$ cat config.mk
export PLATFORM = sky130hd
export DESIGN_NAME = demux1x4_route
export DESIGN_NICKNAME = d
export VERILOG_FILES = /design/src/rtl/demux1x4_route_pkg.sv /design/src/rtl/demux1x4_route_slot.sv /design/src/rtl/demux1x4_route.sv
export SDC_FILE = /design/constraint.sdc
export NUM_CORES = 1
export LEC_CHECK = 0
export CAP_MARGIN = 20
export CORE_UTILIZATION = 30
export CTS_BUF_LIST = sky130_fd_sc_hd__clkbuf_4 sky130_fd_sc_hd__clkbuf_8 sky130_fd_sc_hd__clkbuf_16
export DETAILED_ROUTE_END_ITERATION = 10
export GPL_ROUTABILITY_DRIVEN = 0
export PLACE_DENSITY = 0.56
export SLEW_MARGIN = 5
export SYNTH_ARGS = -nofsm -noshare
export SYNTH_HDL_FRONTEND = slang
export SYNTH_HIERARCHICAL = 1
export SYNTH_SLANG_ARGS = --single-unit
$ cat constraint.sdc
create_clock -name clk -period 1.96 [get_ports clk]
set_input_delay 0.588 -clock clk [delete_from_list [all_inputs] [get_ports clk]]
set_output_delay 0.588 -clock clk [all_outputs]
set_load 0.01 [all_outputs]
$ cat src/rtl/demux1x4_route_pkg.sv
// Shared constants for the 1-to-4 registered demultiplexer.
// Optional feature macro: DEMUX_COUNT_EN (per-channel transfer counters).
package demux1x4_route_pkg;

    localparam int unsigned NumCh    = 4;
    localparam int unsigned SelWidth = 2;
    localparam int unsigned DefWidth = 16;

    // Channel index names, matching the encoding of in_sel.
    typedef enum logic [SelWidth-1:0] {
        CH0 = 2'd0,
        CH1 = 2'd1,
        CH2 = 2'd2,
        CH3 = 2'd3
    } ch_e;

endpackage

$ cat src/rtl/demux1x4_route_slot.sv
// One-entry output slot: data register plus valid flag, with an optional
// completed-transfer counter when DEMUX_COUNT_EN is defined.
module demux_slot
    import demux1x4_route_pkg::*;
#(
    parameter int unsigned width = DefWidth
`ifdef DEMUX_COUNT_EN
    ,
    parameter int unsigned cnt_width = 8
`endif
) (
    input  logic             clk,
    input  logic             rst_n,
    input  logic             load_i,
    input  logic             drain_i,
    input  logic [width-1:0] data_i,
    output logic             valid_o,
    output logic [width-1:0] data_o
`ifdef DEMUX_COUNT_EN
    ,
    output logic [cnt_width-1:0] cnt_o
`endif
);

    logic             valid_q, valid_d;
    logic [width-1:0] data_q, data_d;

    // Next state: a load wins over a drain, so a same-cycle drain+load keeps valid high.
    always_comb begin
        valid_d = valid_q;
        data_d  = data_q;
        if (load_i) begin
            valid_d = 1'b1;
            data_d  = data_i;
        end else if (drain_i) begin
            valid_d = 1'b0;
        end
    end

    // Slot state register; reset discards any held word.
    always_ff @(posedge clk or negedge rst_n) begin
        if (!rst_n) begin
            valid_q <= 1'b0;
            data_q  <= '0;
        end else begin
            valid_q <= valid_d;
            data_q  <= data_d;
        end
    end

    assign valid_o = valid_q;
    assign data_o  = data_q;

`ifdef DEMUX_COUNT_EN
    logic [cnt_width-1:0] cnt_q, cnt_d;

    // Count completed transfers; wraps naturally at 2^cnt_width.
    always_comb begin
        cnt_d = cnt_q;
        if (drain_i) begin
            cnt_d = cnt_q + 1'b1;
        end
    end

    // Counter register.
    always_ff @(posedge clk or negedge rst_n) begin
        if (!rst_n) begin
            cnt_q <= '0;
        end else begin
            cnt_q <= cnt_d;
        end
    end

    assign cnt_o = cnt_q;
`endif

endmodule

$ cat src/rtl/demux1x4_route.sv
// Registered 1-to-4 demultiplexer with per-channel valid/ready handshakes.
// Optional feature macro: DEMUX_COUNT_EN adds cnt0..cnt3 transfer counters.
module demux1x4_route
    import demux1x4_route_pkg::*;
#(
    parameter int unsigned width = DefWidth
`ifdef DEMUX_COUNT_EN
    ,
    parameter int unsigned cnt_width = 8
`endif
) (
    input  logic                clk,
    input  logic                rst_n,
    input  logic [width-1:0]    in_data,
    input  logic [SelWidth-1:0] in_sel,
    input  logic                in_valid,
    output logic                in_ready,
    output logic [width-1:0]    out0_data,
    output logic                out0_valid,
    input  logic                out0_ready,
    output logic [width-1:0]    out1_data,
    output logic                out1_valid,
    input  logic                out1_ready,
    output logic [width-1:0]    out2_data,
    output logic                out2_valid,
    input  logic                out2_ready,
    output logic [width-1:0]    out3_data,
    output logic                out3_valid,
    input  logic                out3_ready
`ifdef DEMUX_COUNT_EN
    ,
    output logic [cnt_width-1:0] cnt0,
    output logic [cnt_width-1:0] cnt1,
    output logic [cnt_width-1:0] cnt2,
    output logic [cnt_width-1:0] cnt3
`endif
);

    logic [NumCh-1:0] slot_valid;
    logic [NumCh-1:0] slot_ready;
    logic [NumCh-1:0] load;
    logic [NumCh-1:0] drain;
    logic [width-1:0] slot_data [NumCh];
    logic             accept;

    assign slot_ready = {out3_ready, out2_ready, out1_ready, out0_ready};

    // Only the addressed channel can back-pressure; in_data never reaches in_ready.
    always_comb begin
        in_ready = 1'b1;
        unique case (ch_e'(in_sel))
            CH0: in_ready = ~slot_valid[0] | slot_ready[0];
            CH1: in_ready = ~slot_valid[1] | slot_ready[1];
            CH2: in_ready = ~slot_valid[2] | slot_ready[2];
            CH3: in_ready = ~slot_valid[3] | slot_ready[3];
            default: in_ready = 1'b1;
        endcase
    end

    assign accept = in_valid & in_ready;

    // Decode in_sel into a one-hot load strobe, gated by the accept handshake.
    always_comb begin
        load = '0;
        unique case (ch_e'(in_sel))
            CH0: load[0] = accept;
            CH1: load[1] = accept;
            CH2: load[2] = accept;
            CH3: load[3] = accept;
            default: load = '0;
        endcase
    end

    assign drain = slot_valid & slot_ready;

    for (genvar k = 0; k < NumCh; k++) begin : g_slot
`ifdef DEMUX_COUNT_EN
        logic [cnt_width-1:0] slot_cnt;
`endif
        demux_slot #(
            .width     (width)
`ifdef DEMUX_COUNT_EN
            ,
            .cnt_width (cnt_width)
`endif
        ) u_slot (
            .clk     (clk),
            .rst_n   (rst_n),
            .load_i  (load[k]),
            .drain_i (drain[k]),
            .data_i  (in_data),
            .valid_o (slot_valid[k]),
            .data_o  (slot_data[k])
`ifdef DEMUX_COUNT_EN
            ,
            .cnt_o   (slot_cnt)
`endif
        );
    end

    assign out0_valid = slot_valid[0];
    assign out1_valid = slot_valid[1];
    assign out2_valid = slot_valid[2];
    assign out3_valid = slot_valid[3];
    assign out0_data  = slot_data[0];
    assign out1_data  = slot_data[1];
    assign out2_data  = slot_data[2];
    assign out3_data  = slot_data[3];

`ifdef DEMUX_COUNT_EN
    assign cnt0 = g_slot[0].slot_cnt;
    assign cnt1 = g_slot[1].slot_cnt;
    assign cnt2 = g_slot[2].slot_cnt;
    assign cnt3 = g_slot[3].slot_cnt;
`endif

endmodule

==> summary.txt, run 1 <==
Clock network
  – Hold buffer count at cts: 0
  – Clock root buffer: clkbuf_8
  – CTS Buf Count: 9
  – Clock tree sinks: 68
  – # H-tree levels: 3
  – Clk Latency, worst-skew pair: roughly 0.34 ns
  – Worst-case clock buffer depth: 2
  – CTS clock-pin slew for the worst setup and hold paths: 0.08 ns
  – CTS tree: yes

Cells and area
  – Number of inserted diodes: 0
  – Most frequent cells in the layout: clkdlybuf4s50_1 (81), dfrtp_1 (68), mux2_4 (36), mux2_2 (28)
  – Layout area overhead: 46.2%
  – Commonest non-fill, non-tap cell in the layout: clkdlybuf4s50_1
  – Fill count: 843
  – Layout net count: 297
  – Share of cells above drive strength 1: between 40% and 50%

STA
  – Hold violation count in the final report: 0
  – Fmax: 497 MHz
  – Final Critical Period: 2.01 ns
  – Skew final: just under 0.009 ns
  – Worst-Margin Slew: 0.376 ns
  – Crit share post-route: 103%
  – RSZ-0062 raised after global routing: true
  – Slew headroom: 74.9%
  – Fin. max-slew vios: 0
  – Setup ws final: -0.0523 ns
  – Final setup fails: 1

Critical path
  – Arr. time, crit path: 1.42 ns
  – CP Max Fanout: 2
  – Crit path largest cell delay: roughly 0.47 ns
  – WS Path Type: primary input to output port
  – Critical Path End Type: output port
  – CP top delay family: multiplexers
  – CP required: 1.37 ns
  – Critical path launch point type: primary input
  – CP Cell Sequence: buf_2, nand2b_4, mux4_2, buf_6
  – Crit-path slowest cell: mux4_2
  – Crit path buf inv count: 2

Global routing
  – M3 GR Usage: under 10%
  – Initial antenna violation count: 0
  – Met1 Usage GRT: 17.0%
  – GR peak layer: met2
  – Routing usage on met2: 20.4%
  – Grt ovf: 0
  – GRT Overall Usage: 13.5%
  – First-pass GRT wire length: 9960 um
  – Largest net degree at the start of global routing: 69
  – Vias in the first global route: 1,886

Logic synthesis
  – Top cell type by total area after synthesis: dfrtp_1
  – Synth warn: 6
  – Register bit total from synthesis: 68
  – Synth top area share: 59.5%
  – Top cells by area, synth: dfrtp_1 (59%), mux2_4 (19%), mux2_2 (11%)
  – Syn Inst Count: 161
  – Register area share after synthesis: 59.5%
  – Synth Net Count: 186
  – Post-synth cell types: 15
  – Mapped Area: 2860 um2
  – Avg Inst Size Synth: between 15 and 20 um2

Route
  – Drt first pass iters: 3
  – # DRC: 0
  – WL final: 6210 um
  – Avg Vias per Cell: about 4.3
  – Drt wl/cell: 15.3 um
  – Via count: 1,744
  – Routed Antenna Nets: 0
  – DRT iter0 DRCs: 36

Hold path
  – Worst min path class: primary input to asynchronous set/reset pin

Floorplan
  – Die ar.: 9930 um2
  – Rows: 35
  – Core Region: 9240 um2
  – Starting Density: 31.0%
  – Die W: 99.7 um
  – Die Span Y: 99.7 um
  – Top Ports: 94

Flow run
  – Max-cap violations: 0

Outcome
  – Status: complete, but fails checks
  – Violated checks: setup timing

Pwr
  – Worst ir drop on vdd: 0.642 mV
  – Pwr dens: 1210 nW/um2
  – Overall power: 5.08 mW
  – Leak Pwr: 1.82 nW

Place
  – Final HPWL from detailed placement: 4090 um
  – Worst slack at placement: -0.727 ns
  – PortBufs: 93
cell usage after synthesis:
cell and number:
a21o_2 4, and2_1 3, and2_2 1, and4_2 1
and4b_1 2, buf_12 4, buf_6 4, dfrtp_1 68
inv_1 4, mux2_2 28, mux2_4 36, mux4_2 1
nand2b_1 2, nand2b_4 2, nor4bb_1 1
per-layer routing:
metal  part of all wire (%)  vias up
met5                      0        -
met4                    1.1        0
met3                    7.1       10
met2                     45       64
met1                     47      888
li1                       -      782
worst paths after layout:
check / startpoint / to / slack [ns] / depth (start not counted)
max: out3_ready / in_ready / -0.05 / 4
min: rst_n / g_slot[0].u_slot/data_o[2]$_DFFE_PN0P_ / 0.24 / 2
max reg2reg: g_slot[0].u_slot/valid_o$_DFFE_PN0P_ / g_slot[0].u_slot/data_o[10]$_DFFE_PN0P_ / 0.37 / 6
min reg2reg: g_slot[2].u_slot/data_o[10]$_DFFE_PN0P_ / g_slot[2].u_slot/data_o[10]$_DFFE_PN0P_ / 0.51 / 1
max in group asynchronous: rst_n / g_slot[1].u_slot/data_o[8]$_DFFE_PN0P_ / 1.39 / 2
min in group clk: g_slot[2].u_slot/data_o[10]$_DFFE_PN0P_ / g_slot[2].u_slot/data_o[10]$_DFFE_PN0P_ / 0.51 / 1
power breakdown:
part,internal (mW),total (mW),switching (mW)
sequential,1.83,2.09,0.259
combinational,1.31,1.96,0.645
clock,0.488,1.03,0.539
total,3.63,5.08,1.44
state kept, by name, indices dropped and copies added (netlist names):
signal / cells
g_slot.u_slot/data_o: 64
g_slot.u_slot/valid_o: 4
stage by stage:
step           area [um2]  TNS [ns]  util (%)  std cells  hold slack, ns
3_3_place_gp         4010    -13.47      43.4        389           0.490
3_5_place_dp         4010    -14.42      43.4        389           0.493
2_1_floorplan        2860         0         -        161           0.292
4_1_cts              4180   -0.0627      45.3        406           0.259
5_1_grt              4180   -0.0919      45.3        406           0.247
6_report             4180   -0.0523      45.3        406           0.245
logic make-up (layout without fill, tap and decap cells):
group	after synthesis	in the layout	share of synthesized area [%]
DFF	68	68	59.5
buffers and inverters	12	128	4.90
AOI/OAI and AO/OA	4	4	1.22
muxes	65	65	30.7
and+or+nand+nor	12	12	3.72
final cells by class:
| cell class | count | area [um2] | share of cell area, % |
|---|---|---|---|
| timing repair buffer | 108 | 1080 | 25.8 |
| sequential | 68 | 1700 | 40.7 |
| clock inverter | 6 | 40.0 | 0.957 |
| tap | 129 | 161 | 3.86 |
| inverter | 4 | 15.0 | 0.359 |
| multi-input combinational | 81 | 1050 | 25.1 |
| clock buffer | 10 | 138 | 3.29 |
timing repair:
item | in CTS | in global routing
setup endpoints to repair | 3 | 1
buffers inserted | 1 | 0
resized for setup | 30 | 0
Power figures use the tool's default switching activity.
==> run 2, diff against run 1 <==
Settings changed: PLACE_DENSITY 0.56 to 0.57, SYNTH_HIERARCHICAL 1 to default.
==> run 2 against run 1 <==
The flow finishes with violations (DRC, setup timing). Design area fell by 0.75%. Highest routed layer unchanged. First-iteration DRC count rose by 8.3%. Register-to-register slack improved by 0.17 ns. Hold slack improved by 0.0097 ns. Utilization rose by 1.6 points. Routed wire length fell by 2.0%.
==> summary.txt, run 2 <==
Outcome
  – Status: complete, but fails checks
  – Violated checks: DRC, setup timing

Critical path
  – R2R setup slack: 0.54 ns
  – Critical path launch point type: primary input
  – CP Max Fanout: 3
  – CP Cell Sequence: buf_2, nand2b_4, mux4_2, buf_6
  – Crit path largest cell delay: 0.48 ns
  – CP required: between 1 and 1.5 ns
  – Arr. time, crit path: 1.44 ns
  – WS Path Type: primary input to output port
  – Critical Path End Type: output port
  – Crit-path slowest cell: mux4_2

Route
  – Routed Antenna Nets: 0
  – Drt wl/cell: 15.9 um
  – Via count: 1,699
  – WL final: 6090 um
  – DRT iter0 DRCs: 39
  – Avg Vias per Cell: ~4.4
  – Drt first pass iters: 9
  – # DRC: 7

Floorplan
  – Top Ports: between 90 and 100
  – Die Span Y: 98.1 um
  – Die W: a little under 100 um
  – Core Region: 8850 um2
  – Rows: 34
  – Die ar.: 9630 um2
  – Starting Density: 31.3%

STA
  – WHS: 0.254 ns
  – Fin. max-slew vios: 0
  – Final setup fails: 1
  – Setup ws final: -0.0699 ns
  – Fmax: 493 MHz
  – RSZ-0062 raised after global routing: true
  – Skew final: 0.00444 ns
  – Slew headroom: 75.5%
  – Final Critical Period: about 2 ns
  – Worst-Margin Slew: 0.367 ns
  – Crit share post-route: 104%
  – Hold violation count in the final report: 0

Global routing
  – Vias in the first global route: around 1,800
  – Initial antenna violation count: 0
  – M3 GR Usage: 6.16%
  – Grt ovf: 0
  – Routing usage on met2: 20.7%
  – First-pass GRT wire length: 10,000 um
  – GR peak layer: met2
  – GRT Overall Usage: between 10% and 20%
  – Largest net degree at the start of global routing: 69
  – Met1 Usage GRT: 17.9%

Logic synthesis
  – Mapped Area: 2770 um2
  – Synth Net Count: 180
  – Register area share after synthesis: around 61%
  – Post-synth top cells: dfrtp_1 (68), mux2_2 (33), mux2_4 (30)
  – Syn Inst Count: 155
  – Post-synth EDFFs: 0
  – Most common cell in the synthesized netlist: dfrtp_1
  – Synth top area share: 61.4%
  – Register bit total from synthesis: about 70
  – Primary FF master, synth: dfrtp_1
  – Top cells by area, synth: dfrtp_1 (61%), mux2_4 (16%), mux2_2 (13%)
  – Top cell type by total area after synthesis: dfrtp_1
  – Avg Inst Size Synth: 17.9 um2
  – Ys async rst share: between 90% and 100%
  – Post-synth cell types: 18
  – Synth warn: 0

Cells and area
  – Fin cells: between 300 and 400
  – Layout area overhead: 49.7%
  – Commonest non-fill, non-tap cell in the layout: clkdlybuf4s50_1
  – Layout net count: 294
  – Largest register FFs: 64
  – Fill count: 810
  – Storage cell area: around 1700 um2
  – Share of cells above drive strength 1: a little over two fifths
  – Number of inserted diodes: 0
  – Most frequent cells in the layout: clkdlybuf4s50_1 (83), dfrtp_1 (68), mux2_2 (33), mux2_4 (30), buf_4 (11)
  – Multi-input combinational cell area: ~1000 um2

Pwr
  – Pwr dens: 1030 nW/um2
  – Sw frac: 26.4%
  – Gate power share: 29.7%
  – Leak Pwr: 1.82 nW
  – Sw power: approximately 1.1 mW
  – Clock share of power: 26.9%
  – Worst ir drop on vdd: 0.453 mV
  – Sequential power share: 43.4%
  – Internal power: 3.14 mW

Place
  – Placed cells: 365
  – PortBufs: 93
  – Final HPWL from detailed placement: 4230 um

Clock network
  – # H-tree levels: 3
  – Worst-case clock buffer depth: 2
  – Hold buffer count at cts: 0
  – CTS Buf Count: 9
  – Clk Latency, worst-skew pair: 0.34 ns
  – Clock tree sinks: 68
  – CTS tree: yes
  – Clock root buffer: clkbuf_8
  – CTS clock-pin slew for the worst setup and hold paths: 0.08 ns

Hold path
  – Worst min path class: primary input to asynchronous set/reset pin

Flow run
  – Max-cap violations: 0
[run 2: cell count changes after synthesis, sizes merged, moves of 2 or more]
cell | previous run | this run
and2 | 4 | 0
nand2 | 0 | 5
nor2b | 0 | 2
buf | 8 | 6
and4b | 2 | 0
inv | 4 | 0
a21o | 4 | 0
[run 2: cell type report]
type | instances | share of cell area (%)
timing repair buffer | 109 | 26.7
clock inverter | 6 | 1.54
sequential | 68 | 41.0
multi-input combinational | 81 | 24.3
tap | 108 | 3.25
clock buffer | 10 | 3.16
[run 2: what timing repair did]
item	CTS	global route
buffers inserted	0	1
setup endpoints to repair	1	1
gates resized for setup	27	1
[run 2: layer usage]
layer | wire, um | vias to the layer above | share of wire, %
met5 | 0 | - | 0
met4 | 40 | 0 | 0.66
met3 | 487 | 5 | 8.0
met2 | 2780 | 66 | 46
met1 | 2780 | 853 | 46
li1 | - | 775 | -
[run 2: worst paths after layout]
check	startpoint	endpoint	depth (start not counted)
worst max-delay path	out3_ready	in_ready	4
worst min register to register	g_slot[0].u_slot.data_o[9]$_DFFE_PN0P_	g_slot[0].u_slot.data_o[9]$_DFFE_PN0P_	1
worst min-delay path	rst_n	g_slot[1].u_slot.data_o[10]$_DFFE_PN0P_	2
min in group clk	g_slot[0].u_slot.data_o[9]$_DFFE_PN0P_	g_slot[0].u_slot.data_o[9]$_DFFE_PN0P_	1
max in group asynchronous	rst_n	g_slot[3].u_slot.data_o[6]$_DFFE_PN0P_	2
worst max register to register	g_slot[2].u_slot.valid_o$_DFFE_PN0P_	g_slot[2].u_slot.data_o[2]$_DFFE_PN0P_	4
[run 2: worst max-delay path, delay by kind of cell]
kind	cells	cell delay, ns
multiplexers	1	0.48
buffers and inverters	2	0.24
AND/OR/NAND/NOR	1	0.14
[run 2: through the flow]
| stage | setup WS [ns] | cell area (um2) | util, % | TNS [ns] | power [mW] |
|---|---|---|---|---|---|
| after floorplan | 0.0513 | 2770 | - | 0 | 2.38 |
| after global routing | -0.107 | 4150 | 46.9 | -0.107 | 4.50 |
| after global placement | -0.798 | 3950 | 44.6 | -14.29 | 3.14 |
| final | -0.0699 | 4150 | 46.9 | -0.0699 | 4.27 |
| after CTS | -0.0742 | 4150 | 46.9 | -0.0742 | 4.34 |
| after detailed placement | -0.800 | 3950 | 44.6 | -15.95 | 3.16 |
[run 2: cells by family after synthesis]
family                 after synthesis  synth area share (%)
AND/OR/NAND/NOR                     15                  4.20
buffers and inverters                6                  3.25
multiplexers                        65                  31.0
AO/OA/AOI/OAI                        1                 0.180
flip-flops                          68                  61.4
[run 2: power by group through the flow]
stage	registers, mW	logic, mW	clock network, mW
finish	1.85	1.27	1.15
global route	1.89	1.34	1.26
CTS	1.86	1.28	1.20
detailed placement	1.88	1.28	0
global placement	1.87	1.27	0
floorplan	1.99	0.382	0
==> run 3, diff against run 2 <==
Settings changed: SLEW_MARGIN 5 to default.
==> results of run 3 <==
The final DEF is identical to that of run 2; final timing and power are the same.
==> patch 1 (flow settings as in run 1) <==
Add a define of `DEMUX_COUNT_EN`.
--- a/src/rtl/demux1x4_route_slot.sv
+++ b/src/rtl/demux1x4_route_slot.sv
@@ -1,5 +1,7 @@
 // One-entry output slot: data register plus valid flag, with an optional
 // completed-transfer counter when DEMUX_COUNT_EN is defined.
+`define DEMUX_COUNT_EN
+
 module demux_slot
     import demux1x4_route_pkg::*;
 #(
Function (old outputs only; new: cnt0, cnt1, cnt2 and cnt3): kept (equiv_simple and equiv_induct, registers matched by name and starting in step).
==> patch 1 against run 1 <==
- the flow still finishes with violations (setup timing)
- design area rose by 48%
- die area increased by 47%
- routed wire length up 49%
- utilization shrank 0.38 points
- via count rose by 53%
- clock skew is 0.0032 ns lower
- setup slack better by 0.0087 ns
- synthesized area rose by 48%
- power up 61%
- highest routed layer unchanged
- worst hold slack improved by 0.052 ns
- sequential share of layout area decreased by 0.18 points
- sequential cell count up 32
- clock power up 79%
==> patch 1: results (changes against run 1) <==
* Placed cell area at 5770 sq um (was 4010 sq um)
* Storage cell area at 2510 sq um (was 1700 sq um)
* NonClk Buf Share at 24.8% (was 25.8%)
* Final setup vio count at 1 (unchanged)
* Slew HR at 64.5% (was 74.9%)
* Worst clock skew at 0.00572 ns (was 0.00895 ns)
* Layout cells sized above 1 at 35.2% (was 41.2%)
* Min Hold Slack at 0.297 ns (was 0.245 ns)
* Pin count of the biggest net entering global routing at 101 (was 69)
* GR Layer Usage met3 at 5.31% (was 5.69%)
* R2R Path End: g_slot[0].u_slot/data_o[1]$_DFFE_PN0P_ (was g_slot[0].u_slot/data_o[10]$_DFFE_PN0P_)
* Pwr/cell area at 1320 nW/um^2 (was 1210 nW/um^2)
* Routed length on met3 at 686 um (was 440 um)
* Synthesized flop and latch total at 100 (was 68)
* Status: finished with violations (unchanged)
* VDD IR max at 0.558 mV (was 0.642 mV)
* Synth cell count leaders: dfrtp_1, mux2_4, mux2_2 (unchanged)
* Worst Setup Slack, final at -0.0436 ns (was -0.0523 ns)
* Register area share after synthesis at 59.0% (was 59.5%)
* Vias in the first global route at 2708 (was 1886)
* Leak at 2.75 nW (was 1.82 nW)
* 1st-pass router iterations at 4 (was 3)
* Antenna violations before repair at 2 (was 0)
* Clkbuf count at 12 (was 10)
* Wire length per cell at 15.2 um (was 15.3 um)
* M1 GR Usage at 18.0% (was 17.0%)
* Reg2Reg Setup Slack at 0.45 ns (was 0.37 ns)
* Clock network share of area at 4.96% (was 4.25%)
* Setup_tns at -0.0436 ns (was -0.0523 ns)
* Diode count at 2 (was 0)
* Failing checks: setup timing (unchanged)
* Met1 wire length at 4.28 mm (was 2.91 mm)
* Clk slew on worst S/H paths at 0.06 ns (was 0.08 ns)
* Post-synthesis mux area share at 21.8% (was 30.7%)
* Met2 Use GR at 19.0% (was 20.4%)
* Post-Synth XOR/XNOR Area at 5.78% (was 0%)
* Buffers, non-clock at 156 (was 108)
* First-pass GRT wire length at 14.6 mm (was 9.96 mm)
* WL met2 at 4.13 mm (was 2.80 mm)
* Root Driver: clkbuf_16 (was clkbuf_8)
* Total GRT Usage at 13.4% (was 13.5%)
* Post-Synth Adder-Cell Area at 1.18% (was 0%)
* DP HPWL at 6.11 mm (was 4.09 mm)
* Placed cells at 580 (was 389)
* Die ar. at 14600 sq um (was 9930 sq um)
patch 1: cell count changes in the layout (fill, tap and decap cells not counted), moves of 8 or more:
cell	delta
buf_4	+17
xnor2_1	+12
nor2_1	+8
nand4_1	+12
nand2_1	+8
clkbuf_16	+9
xor2_1	+16
clkbuf_8	-8
clkdlybuf4s50_1	+32
dfrtp_2	+9
dfrtp_1	+23
patch 1: logic make-up (layout without fill, tap and decap cells):
logic type,after synthesis,count (layout)
simple gates,48,48
xor+xnor,28,28
other cells,0,2
compound gates,4,4
fa+ha+maj,4,4
buf+inv,16,176
mux,69,69
flops,100,100
patch 1: where the power goes:
group | switching [mW] | internal (mW)
combinational | 1.10 | 2.00
sequential | 0.516 | 2.73
clock | 0.766 | 1.07
total | 2.38 | 5.80
patch 1: timing repair:
action	CTS	global route
buffers inserted	5	8
setup endpoints to repair	15	9
gates resized for setup	43	3
cloned	0	0
==> patch 2 (flow settings as in run 1) <==
Without the edit above. `data_q` no longer has a reset.
--- a/src/rtl/demux1x4_route_slot.sv
+++ b/src/rtl/demux1x4_route_slot.sv
@@ -41,11 +41,13 @@
     always_ff @(posedge clk or negedge rst_n) begin
         if (!rst_n) begin
             valid_q <= 1'b0;
-            data_q  <= '0;
         end else begin
             valid_q <= valid_d;
-            data_q  <= data_d;
         end
+    end
+
+    always_ff @(posedge clk) begin
+        data_q <= data_d;
     end
 
     assign valid_o = valid_q;
Behaviour: not the same (Yosys sat finds a counterexample within 4 cycles, from zero or initial values and one cycle with rst_n low).
==> patch 2 against run 1 <==
- the flow still finishes with violations (setup timing)
- worst hold slack better by 0.22 ns
- die area down 23%
- synthesized area down 23%
- setup slack worse by 0.018 ns
- sequential cell count unchanged
- register-to-register slack better by 0.18 ns
- design area down 13%
- non-clock buffer count up 3
- routed wire length down 20%
- clock skew down 0.0019 ns
Power is not compared: it rests on default switching activity, and its combinational part moved more than twofold at a synthesized area within 25%.
==> patch 2: results (changes against run 1) <==
* Worst clock skew at 0.00704 ns (was 0.00895 ns)
* Vias per cell at 4.16 (was 4.30)
* Number of enable flip-flop cells after synthesis at 64 (was 0)
* Worst Setup Slack, final at -0.0703 ns (was -0.0523 ns)
* Async S/R FF share, synth at 5.88% (was 100%)
* Post-synth cell types at 12 (was 15)
* Period utilization at 104% (was 103%)
* Layout cells sized above 1 at 22.2% (was 41.2%)
* Status: finished with violations (unchanged)
* Placed cell area at 3390 sq um (was 4010 sq um)
* Final WL at 4.99 mm (was 6.21 mm)
* Vias in the first global route at 1301 (was 1886)
* R2R Path End: g_slot[3].u_slot/data_o[5]$_DFFE_PP_ (was g_slot[0].u_slot/data_o[10]$_DFFE_PN0P_)
* Pin count of the biggest net entering global routing at 15 (was 69)
* Final net count at 236 (was 297)
* Min Hold Slack at 0.469 ns (was 0.245 ns)
* Fillers at 570 (was 843)
* GR Layer Usage met3 at 5.75% (was 5.69%)
* Reg2Reg Setup Slack at 0.55 ns (was 0.37 ns)
* DP HPWL at 3.63 mm (was 4.09 mm)
* Final setup vio count at 1 (unchanged)
* Mapped Nets at 114 (was 186)
* Register area share after synthesis at 92.1% (was 59.5%)
* Slew HR at 84.2% (was 74.9%)
* Failing checks: setup timing (unchanged)
* M1 GR Usage at 16.5% (was 17.0%)
* First-pass GRT wire length at 7.14 mm (was 9.96 mm)
-- patch 2: changes by cell type after synthesis --
cell | run 1 | this run
a21o_1 | 0 | 4
edfxtp_1 | 0 | 64
mux2_4 | 36 | 0
mux2_2 | 28 | 0
buf_6 | 4 | 0
buf_12 | 4 | 0
a21o_2 | 4 | 0
dfrtp_1 | 68 | 4
-- patch 2: worst max-delay path by stage --
stage,endpoint,slack (ns),cells after the start
6_report,in_ready,-0.07,4
5_1_grt,in_ready,-0.1,3
3_3_place_gp,in_ready,-0.72,4
2_1_floorplan,in_ready,0.17,2
3_5_place_dp,in_ready,-0.75,4
4_1_cts,in_ready,-0.07,3
-- patch 2: final cells by class --
type	count	area share (%)
repair buffers	111	29.1
inverters	4	0.414
multi-input cells	17	5.21
clock buffers	9	3.42
well taps	96	3.31
flip-flops and latches	68	55.8
clock inverters	7	2.73
-- patch 2: per-layer routing --
layer	wire [um]	vias to the layer above	part of all wire, %
met5	0	-	0
met4	81	0	1.6
met3	413	7	8.3
met2	2420	70	48
met1	2080	627	42
li1	-	595	-
-- patch 2: critical path: stages --
cell	delay, ns
buf_2	0.10
nand2b_4	0.13
mux4_2	0.48
buf_6	0.14
-- patch 2: per-stage QoR --
step                TNS [ns]  std cells
floorplan                  0         89
global placement       -3.75        294
detailed placement     -5.07        294
CTS                  -0.0651        311
global route         -0.0996        312
finish               -0.0703        312
-- patch 2: kinds of logic after synthesis --
family                 count (synthesis)  share of synthesized area [%]
flip-flops                            68                           92.1
AND/OR/NAND/NOR                       12                           4.84
AO/OA/AOI/OAI                          4                           1.37
buffers and inverters                  4                          0.684
multiplexers                           1                           1.03
-- patch 2: power breakdown --
part | internal (mW) | switching (mW)
Combinational | 0.294 | 0.197
Clock | 0.724 | 0.533
Sequential | 1.68 | 0.0521
Total | 2.70 | 0.782
-- patch 2: what timing repair did --
item                                    in CTS  in global routing
setup buffers                                1                  1
endpoints found under the setup margin       4                  1
gates resized for setup                     30                  0
